File: config.mk
export PLATFORM = sky130hd
export DESIGN_NAME = counter_arbiter
export DESIGN_NICKNAME = d
export VERILOG_FILES = /design/src/rtl/counter_arbiter.sv
export SDC_FILE = /design/constraint.sdc
export NUM_CORES = 1
export LEC_CHECK = 0
export BUFFER_PORTS_ARGS = -buffer_cell sky130_fd_sc_hd__buf_2
export CAP_MARGIN = 20
export CORE_ASPECT_RATIO = 0.9
export CORE_MARGIN = 5
export CORE_UTILIZATION = 48
export CTS_CLUSTER_SIZE = 25
export DETAILED_ROUTE_END_ITERATION = 7
export PLACE_DENSITY = 0.72
export SETUP_SLACK_MARGIN = 0.05
export SKIP_CTS_REPAIR_TIMING = 1
export SYNTH_ARGS = -nofsm -noshare
export SYNTH_HDL_FRONTEND = slang
export SYNTH_SLANG_ARGS = --single-unit
File: constraint.sdc
create_clock -name clk -period 2.1 [get_ports clk]
set_input_delay 0.105 -clock clk [delete_from_list [all_inputs] [get_ports clk]]
set_output_delay 0.105 -clock clk [all_outputs]
set_load 0.02 [all_outputs]
File: src/rtl/counter_arbiter.sv
// Two-requester round-robin arbiter that lends one shared up-counter.
// A granted requester watches A run 0..len, then receives a one-cycle
// done pulse; a one-cycle gap follows before the next arbitration.
module counter_arbiter #(
   parameter int WIDTH = 4
) (
   input  logic             clk,
   input  logic             reset,
   input  logic             req0,
   input  logic [WIDTH-1:0] len0,
   input  logic             req1,
   input  logic [WIDTH-1:0] len1,
   output logic             gnt0,
   output logic             gnt1,
   output logic [WIDTH-1:0] A,
   output logic             done0,
   output logic             done1,
   output logic             busy
);

   typedef enum logic [1:0] {
      S_IDLE  = 2'd0,
      S_COUNT = 2'd1,
      S_DONE  = 2'd2
   } state_t;

   state_t           r_state, w_state;
   logic [WIDTH-1:0] r_a,     w_a;
   logic [WIDTH-1:0] r_len,   w_len;
   logic             r_gnt0,  w_gnt0;
   logic             r_gnt1,  w_gnt1;
   logic             r_done0, w_done0;
   logic             r_done1, w_done1;
   logic             r_busy,  w_busy;
   // last-served pointer: 0 = requester 0, 1 = requester 1
   logic             r_ptr,   w_ptr;
   logic             w_sel;

   // next-state and next-output computation; every output is a flop
   always_comb begin
      w_state = r_state;
      w_a     = r_a;
      w_len   = r_len;
      w_gnt0  = r_gnt0;
      w_gnt1  = r_gnt1;
      w_done0 = 1'b0;
      w_done1 = 1'b0;
      w_ptr   = r_ptr;
      w_sel   = 1'b0;
      case (r_state)
         S_IDLE: begin
            if (req0 || req1) begin
               // on a tie, the requester not served last wins
               w_sel   = (req0 && req1) ? ~r_ptr : req1;
               w_state = S_COUNT;
               w_gnt0  = ~w_sel;
               w_gnt1  = w_sel;
               w_len   = w_sel ? len1 : len0;
               w_a     = '0;
            end
         end
         S_COUNT: begin
            if (r_a == r_len) begin
               w_state = S_DONE;
               w_gnt0  = 1'b0;
               w_gnt1  = 1'b0;
               w_done0 = r_gnt0;
               w_done1 = r_gnt1;
               w_a     = '0;
               w_ptr   = r_gnt1;
            end else begin
               w_a = r_a + {{(WIDTH-1){1'b0}}, 1'b1};
            end
         end
         S_DONE: begin
            // unconditional gap cycle before the next arbitration
            w_state = S_IDLE;
            w_gnt0  = 1'b0;
            w_gnt1  = 1'b0;
         end
         default: begin
            w_state = S_IDLE;
            w_gnt0  = 1'b0;
            w_gnt1  = 1'b0;
            w_a     = '0;
         end
      endcase
      w_busy = (w_state != S_IDLE);
   end

   // state register; reset aborts any run without a done pulse
   always_ff @(posedge clk) begin
      if (reset) begin
         r_state <= S_IDLE;
         r_a     <= '0;
         r_len   <= '0;
         r_gnt0  <= 1'b0;
         r_gnt1  <= 1'b0;
         r_done0 <= 1'b0;
         r_done1 <= 1'b0;
         r_busy  <= 1'b0;
         r_ptr   <= 1'b1;
      end else begin
         r_state <= w_state;
         r_a     <= w_a;
         r_len   <= w_len;
         r_gnt0  <= w_gnt0;
         r_gnt1  <= w_gnt1;
         r_done0 <= w_done0;
         r_done1 <= w_done1;
         r_busy  <= w_busy;
         r_ptr   <= w_ptr;
      end
   end

   assign gnt0  = r_gnt0;
   assign gnt1  = r_gnt1;
   assign A     = r_a;
   assign done0 = r_done0;
   assign done1 = r_done1;
   assign busy  = r_busy;

endmodule

# [After elaboration in Yosys (flattened, before gate mapping)]
# Cells that the tools add are included.
[totals] regBits=16 input_bits=12 output_inout_bits=9 word_cells=42
[classes] n_addsub=1 reduce_logical=9 eq_ne=5 n_mux=13 bitwise=5
[op_table] op="4-bit 2-to-1 mux" count=3
[op_table] op="4-bit case mux with 3 select lines" count=1
[op_table] op="2-bit AND reduction" count=4
[op_table] op="1-bit inverter" count=5
[op_table] op="4-bit by 1-bit adder with 4-bit output, second input constant" count=1
[op_table] op="4-bit equality test" count=1
[op_table] op="1-bit 2-to-1 mux" count=4
[op_table] op="2-bit 2-to-1 mux" count=2
[op_table] op="2-bit != test, second input constant" count=2
[op_table] op="1-bit case mux with 2 select lines" count=2
[op_table] op="2-bit case mux with 2 select lines" count=1
[op_table] op="3-bit OR reduction" count=1
[op_table] op="2-bit by 1-bit equality test with 1-bit output, second input constant" count=1
[op_table] op="2-bit equality test, second input constant" count=1
[op_table] op="2-bit zero test" count=1
[op_table] op="2-bit nonzero test" count=1
[op_table] op="1-bit logical AND" count=1
[op_table] op="1-bit logical OR" count=1

# [Longest topological paths before layout]
# Gate-level depths: netlist of the first run.
[depth] ltp_word=5 depth_mapped=5 mapped_depth_nobuf=4

# [Least setup slack after synthesis of the first run]
# OpenSTA, ideal clock, no wires.
[synth_timing] path_kind="reg2reg" start="reg r_a[3], in the netlist A[3]" end="reg r_ptr" setup_ps=125 path_stages_with_launch=4 path_slack_ps=438 required_ps=1975 arrival_time_ps=1537 synth_period_minus_slack_ps=1662 n_path_buf=0 cell_sequence="dfxtp_1 -> xor2_1 -> or4_4 -> o41a_1"
[synth_via] elab_chain_cells=2
[synth_rtl] item="start: declaration" line="28" text="logic [WIDTH-1:0] r_a, w_a;"
[synth_rtl] item="start signal: assignment" line="105" text="r_a <= w_a;"
[synth_rtl] item="4-bit equality test" line="63" text="if (r_a == r_len) begin"
[synth_rtl] item="2-bit AND reduction (no line)"
[synth_rtl] item="end signal: assignment" line="112" text="r_ptr <= w_ptr;"
[synth_rtl] item="end: declaration" line="36" text="logic r_ptr, w_ptr;"
# No other way between the ends.
# A chain may end at the register's enable or synchronous reset.

# [Worst setup path in the final report of the first run]
[layout_timing] start="reg r_a[0], in the netlist A[0]" end="reg r_gnt1, in the netlist gnt1"
[layout_via] elab_chain_cells=3
[layout_rtl] item="4-bit equality test" line="63"
[layout_rtl] item="2-bit != test (no line)"
[layout_rtl] item="2-bit AND reduction (no line)"
[layout_rtl] item="end signal: assignment" line="108" text="r_gnt1 <= w_gnt1;"
[layout_rtl] item="end: declaration" line="31" text="logic r_gnt1, w_gnt1;"
# No other way between the ends.

==> impl_results.md, run 1 <==
- Post-synth cell types: 29
- RSZ-0062 raised after global routing: false
- Most frequent cells in the layout: 20 x buf_2, 16 x dfxtp_1, 9 x nor2_1
- Non-filler cells, final: 108
- Clock sinks: 16
- Ant. Diodes: 0
- Sequential area share after synthesis: 0.4399
- Num rows: 13
- Post-route design area: 860.8 um^2
- Max clock buf depth: 2
- Fin util: 0.5946
- Setup crit end: gnt1
- Share of layout cells above drive strength 1: 0.3226
- TNS Setup: 0 ps
- Die area: 0.002397 mm^2
- Worst-margin pin slew: 604.1 ps
- Routed len/inst: 13.23 um
- Category of the worst setup path launch point: register
- Die width: 51.06 um
- Hold path start: req0
- Number of flops mapped to enable cells by yosys: 0
- Cells after synthesis: 72
- Clock transition at the registers of the reported paths: 80 ps
- Critical R2R Capture: gnt1
- WL final: 1429 um
- Final Max Slew Viols: 0
- Fmax: 626.9 MHz
- PortBufs: 20
- Core outline area: 0.001448 mm^2
- Synth async-reset ratio: 0
- Peak VDD IR: 0.5874 mV
- Nets: 108
- Reg2reg setup slack: 500 ps
- Beginning of the critical path: A[0]
- Most common cell after layout, fill and taps aside: buf_2
- CTS root buf: clkbuf_4
- Initial DRC Count: 2
- Area growth from synthesis to layout: 18.21%
- Post-detailed-placement half-perimeter wirelength: 1178 um
- Worst Path Arrival: 1820 ps
- Antenna violations before repair: 0
- Global-route usage over all layers: 0.1580
- Worst skew pair latency: 270 ps
- Crit path max fanout: 5
- Global-route wire length before repair: 2773 um
- # Max-Cap Violations: 0
- DRC Markers: 0
- Vias: 606
- Inst Count DP: 105
- Initial Util: 0.5030
- Die height: 46.95 um
- Period utilization: 0.7596
- GRT overflow: 0
- I/O pin cnt: 21
- Kind of critical path: reg2reg
- RR Startpoint: A[0]
- Number of fill cells: 139
- Leak pwr: 0.3961 nW
- Mapped cell area: 728.2 um^2
- Syn nets: 85
- Main flop type after synthesis: dfxtp_1
- Ys Warns: 0
- Syn avg cell area: 10.11 um^2
- Drt first pass iters: 4
- Outcome: complete, no violations
- H-tree depth: 1
- Largest net degree at the start of global routing: 14
- Vias/cell: 5.611
- Antenna viol nets, final: 0
- Reg2Reg Depth: 4
- RePlAce Congestion: 0.7467
- Worst clock skew: 1.244 ps
- Vias in the first global route: 645
- Cts bufs inserted: 3
- Pwr Density: 806.3 mW/mm^2
- Critical Path RT: 2320 ps
- Hold crit path type: in2reg
- CP Capture Type: register
- #FFs+latches synth: 16
- Final min period: 1595 ps
- Worst slew margin: 0.5964
- Overall power: 694.1 uW
- Final Setup Violations: 0
- Cell Area, Placed: 838.3 um^2
- CTS tree: yes
- Hold Vio Cnt, Final: 0
## routing by layer
metal	vias up	share of wire	global-route usage
li1	312	-	-
met3	2	0.082	0.07302
met1	271	0.45	0.1795
met4	0	0.0063	0.03226
met5	-	0	0
met2	21	0.46	0.2776
## power by group
| group | internal, mW | leakage [nW] | switching, mW |
|---|---|---|---|
| clock network | 0.0664 | 0.0138 | 0.0855 |
| registers | 0.334 | 0.131 | 0.0299 |
| logic | 0.0783 | 0.251 | 0.100 |
## Yosys cell counts, types with 2 or more instances
cell / n / area (um^2)
and3_1: 2 / 12.51
nor3_1: 2 / 10.01
o21ai_1: 2 / 10.01
nor2_1: 9 / 33.78
dfxtp_1: 16 / 320.3
mux2i_1: 5 / 50.05
inv_1: 3 / 11.26
nor3b_1: 2 / 15.01
a211oi_1: 5 / 37.54
o21ai_0: 2 / 10.01
nand2b_1: 3 / 18.77
xor2_1: 4 / 35.03
## layout make-up
type / count / area (um^2) / area share
multi-input cells: 51 / 387.9 / 0.4506
flip-flops and latches: 16 / 320.3 / 0.3721
repair buffers: 20 / 100.1 / 0.1163
clock buffers: 3 / 22.52 / 0.02616
well taps: 15 / 18.77 / 0.02180
inverters: 3 / 11.26 / 0.01308
## stage by stage
stage               hold WS (ps)  worst slack [ps]
floorplan                  259.8             438.0
global placement           381.0             559.1
detailed placement         383.0             500.7
CTS                        87.90             481.9
global route               121.6             369.6
finish                     94.49             504.8
## kinds of logic (layout without fill, tap and decap cells)
logic type / count (synthesis) / in the layout / share of synthesized area
and+or+nand+nor: 22 / 22 / 0.1804
AOI/OAI and AO/OA: 19 / 19 / 0.2182
DFF: 16 / 16 / 0.4399
muxes: 5 / 5 / 0.06873
buffers and inverters: 5 / 26 / 0.02748
xor gates and xnor gates: 4 / 4 / 0.04811
adders and majority gates: 1 / 1 / 0.01718
## critical path: stages, from the launching register on
cell and delay, ps:
dfxtp_1 440, xor2_1 310, nor4_2 120, a2111oi_2 470, a22o_1 210
## flip-flops by register name (all words and copies together) (netlist names)
signal,count
gnt1,1
r_state,2
gnt0,1
A,4
done1,1
r_len,4
done0,1
r_ptr,1
busy,1
## worst min-delay path by stage
| stage | endpoint | slack [ps] | cells after the start |
|---|---|---|---|
| after global routing | gnt0 | 120 | 2 |
| after global placement | gnt0 | 380 | 2 |
| after floorplan | gnt0 | 260 | 1 |
| final | gnt0 | 90 | 2 |
| after detailed placement | gnt0 | 380 | 2 |
| after CTS | gnt0 | 90 | 2 |
No activity file was read; power rests on OpenSTA's default activity.
==> run 2: changes to the inputs <==
==> constraint.sdc (replaced) <==
create_clock -name clk -period 1.6 [get_ports clk]
set_input_delay 0.08 -clock clk [delete_from_list [all_inputs] [get_ports clk]]
set_output_delay 0.08 -clock clk [all_outputs]
set_load 0.02 [all_outputs]
==> impl_results.md, run 2 (synthesis gave the netlist of run 1 again) <==
- # Max-Cap Violations: 0
- Overall power: 1.056 mW
- Non-filler cells, final: 115
- Clock sinks: 16
- Critical Path RT: 1790 ps
- Outcome: complete, no violations
- CTS root buf: clkbuf_4
- Die area: 0.002397 mm^2
- Worst clock skew: 8.736 ps
- Kind of critical path: reg2reg
- Antenna violations before repair: 0
- Most common cell after layout, fill and taps aside: buf_2
- Max clock buf depth: 2
- Post-detailed-placement half-perimeter wirelength: 1181 um
- Area growth from synthesis to layout: 39.00%
- Clock transition at the registers of the reported paths: 90 ps
- WL final: 1602 um
- RePlAce Congestion: 0.7560
- Worst skew pair latency: 290 ps
- Pwr Density: 1043 mW/mm^2
- Drt first pass iters: 4
- Cell Area, Placed: 908.4 um^2
- Worst slew margin: 0.7059
- Vias: 615
- Cts bufs inserted: 3
- DRC Markers: 0
- CP Capture Type: register
- Hold crit path type: in2reg
- CP Cell Sequence: xor2_4 > or4_4 > o41a_1
- Final Hold Slack: 88.02 ps
- Peak VDD IR: 0.8077 mV
- Vias in the first global route: 591
- Crit path max fanout: 5
- Worst-margin pin slew: 436.6 ps
- Die height: 46.95 um
- Final Max Slew Viols: 0
- Critical path buffer and inverter count: 0
- Antenna viol nets, final: 0
- Inst Count DP: 111
- Initial Util: 0.5030
- Num rows: 13
- Die width: 51.06 um
- Leak pwr: 0.4457 nW
- Cell family with most CP delay: simple AND/OR/NAND/NOR gates
- Ant. Diodes: 0
- GRT overflow: 0
- Most frequent cells in the layout: 20 x buf_2, 9 x nor2_1, 9 x dfxtp_1
- Hold Vio Cnt, Final: 0
- Vias/cell: 5.348
- Max incr delay on CP: 550 ps
- H-tree depth: 1
- Nets: 114
- Global-route usage over all layers: 0.1478
- Routed len/inst: 13.93 um
- TNS Setup: 0 ps
- Worst Path Arrival: 1710 ps
- Largest net degree at the start of global routing: 14
- PortBufs: 20
- Final min period: 1522 ps
- Fmax: 657.0 MHz
- Number of fill cells: 127
- Post-route design area: 0.001012 mm^2
- CTS tree: yes
- Global-route wire length before repair: 2525 um
- Category of the worst setup path launch point: register
- I/O pin cnt: 21
- Core outline area: 0.001448 mm^2
- Period utilization: 0.9512
- RSZ-0062 raised after global routing: false
- Initial DRC Count: 9
- Final Setup Violations: 0
- Share of layout cells above drive strength 1: 0.4800
- Slowest CP cell: or4_4
-- run 2: cell types whose count changed in the layout (fill, tap and decap cells not counted), sizes merged --
| cell | previous run | this run |
|---|---|---|
| clkbuf | 3 | 4 |
| buf | 20 | 26 |
-- run 2: layout make-up --
class | instances | area (um^2) | share of cell area
Clock buffer | 4 | 36.28 | 0.03585
Sequential cell | 16 | 336.6 | 0.3325
Inverter | 3 | 11.26 | 0.01112
Timing Repair Buffer | 26 | 145.1 | 0.1434
Tap cell | 15 | 18.77 | 0.01854
Multi-Input combinational cell | 51 | 464.2 | 0.4586
-- run 2: per-layer routing --
| metal | wire, um | vias up | GRT usage |
|---|---|---|---|
| li1 | - | 319 | - |
| met1 | 699 | 274 | 0.1721 |
| met2 | 744 | 20 | 0.2416 |
| met3 | 137 | 2 | 0.07302 |
| met4 | 21 | 0 | 0.04839 |
| met5 | 0 | - | 0 |
-- run 2: per-stage QoR --
step / utilization / setup slack [ps]
floorplan: - / 51.34
global placement: 0.6275 / 57.88
detailed placement: 0.6275 / 38.15
CTS: 0.6526 / 23.40
global route: 0.6992 / 32.77
finish: 0.6992 / 78.01
-- run 2: where the power goes --
group / total [mW] / switching (mW) / leakage [nW] / internal, mW
combinational: 0.315 / 0.164 / 0.290 / 0.151
sequential: 0.478 / 0.0410 / 0.135 / 0.437
clock: 0.263 / 0.124 / 0.0210 / 0.139
total: 1.06 / 0.329 / 0.446 / 0.727
-- run 2: worst paths after layout --
kind	from	end	slack (ps)	cells past startpoint
hold reg to reg	gnt0	done0	510	1
hold / removal	req0	gnt0	90	2
setup reg to reg	A[1]	r_ptr	80	3
setup / recovery	A[1]	r_ptr	80	3
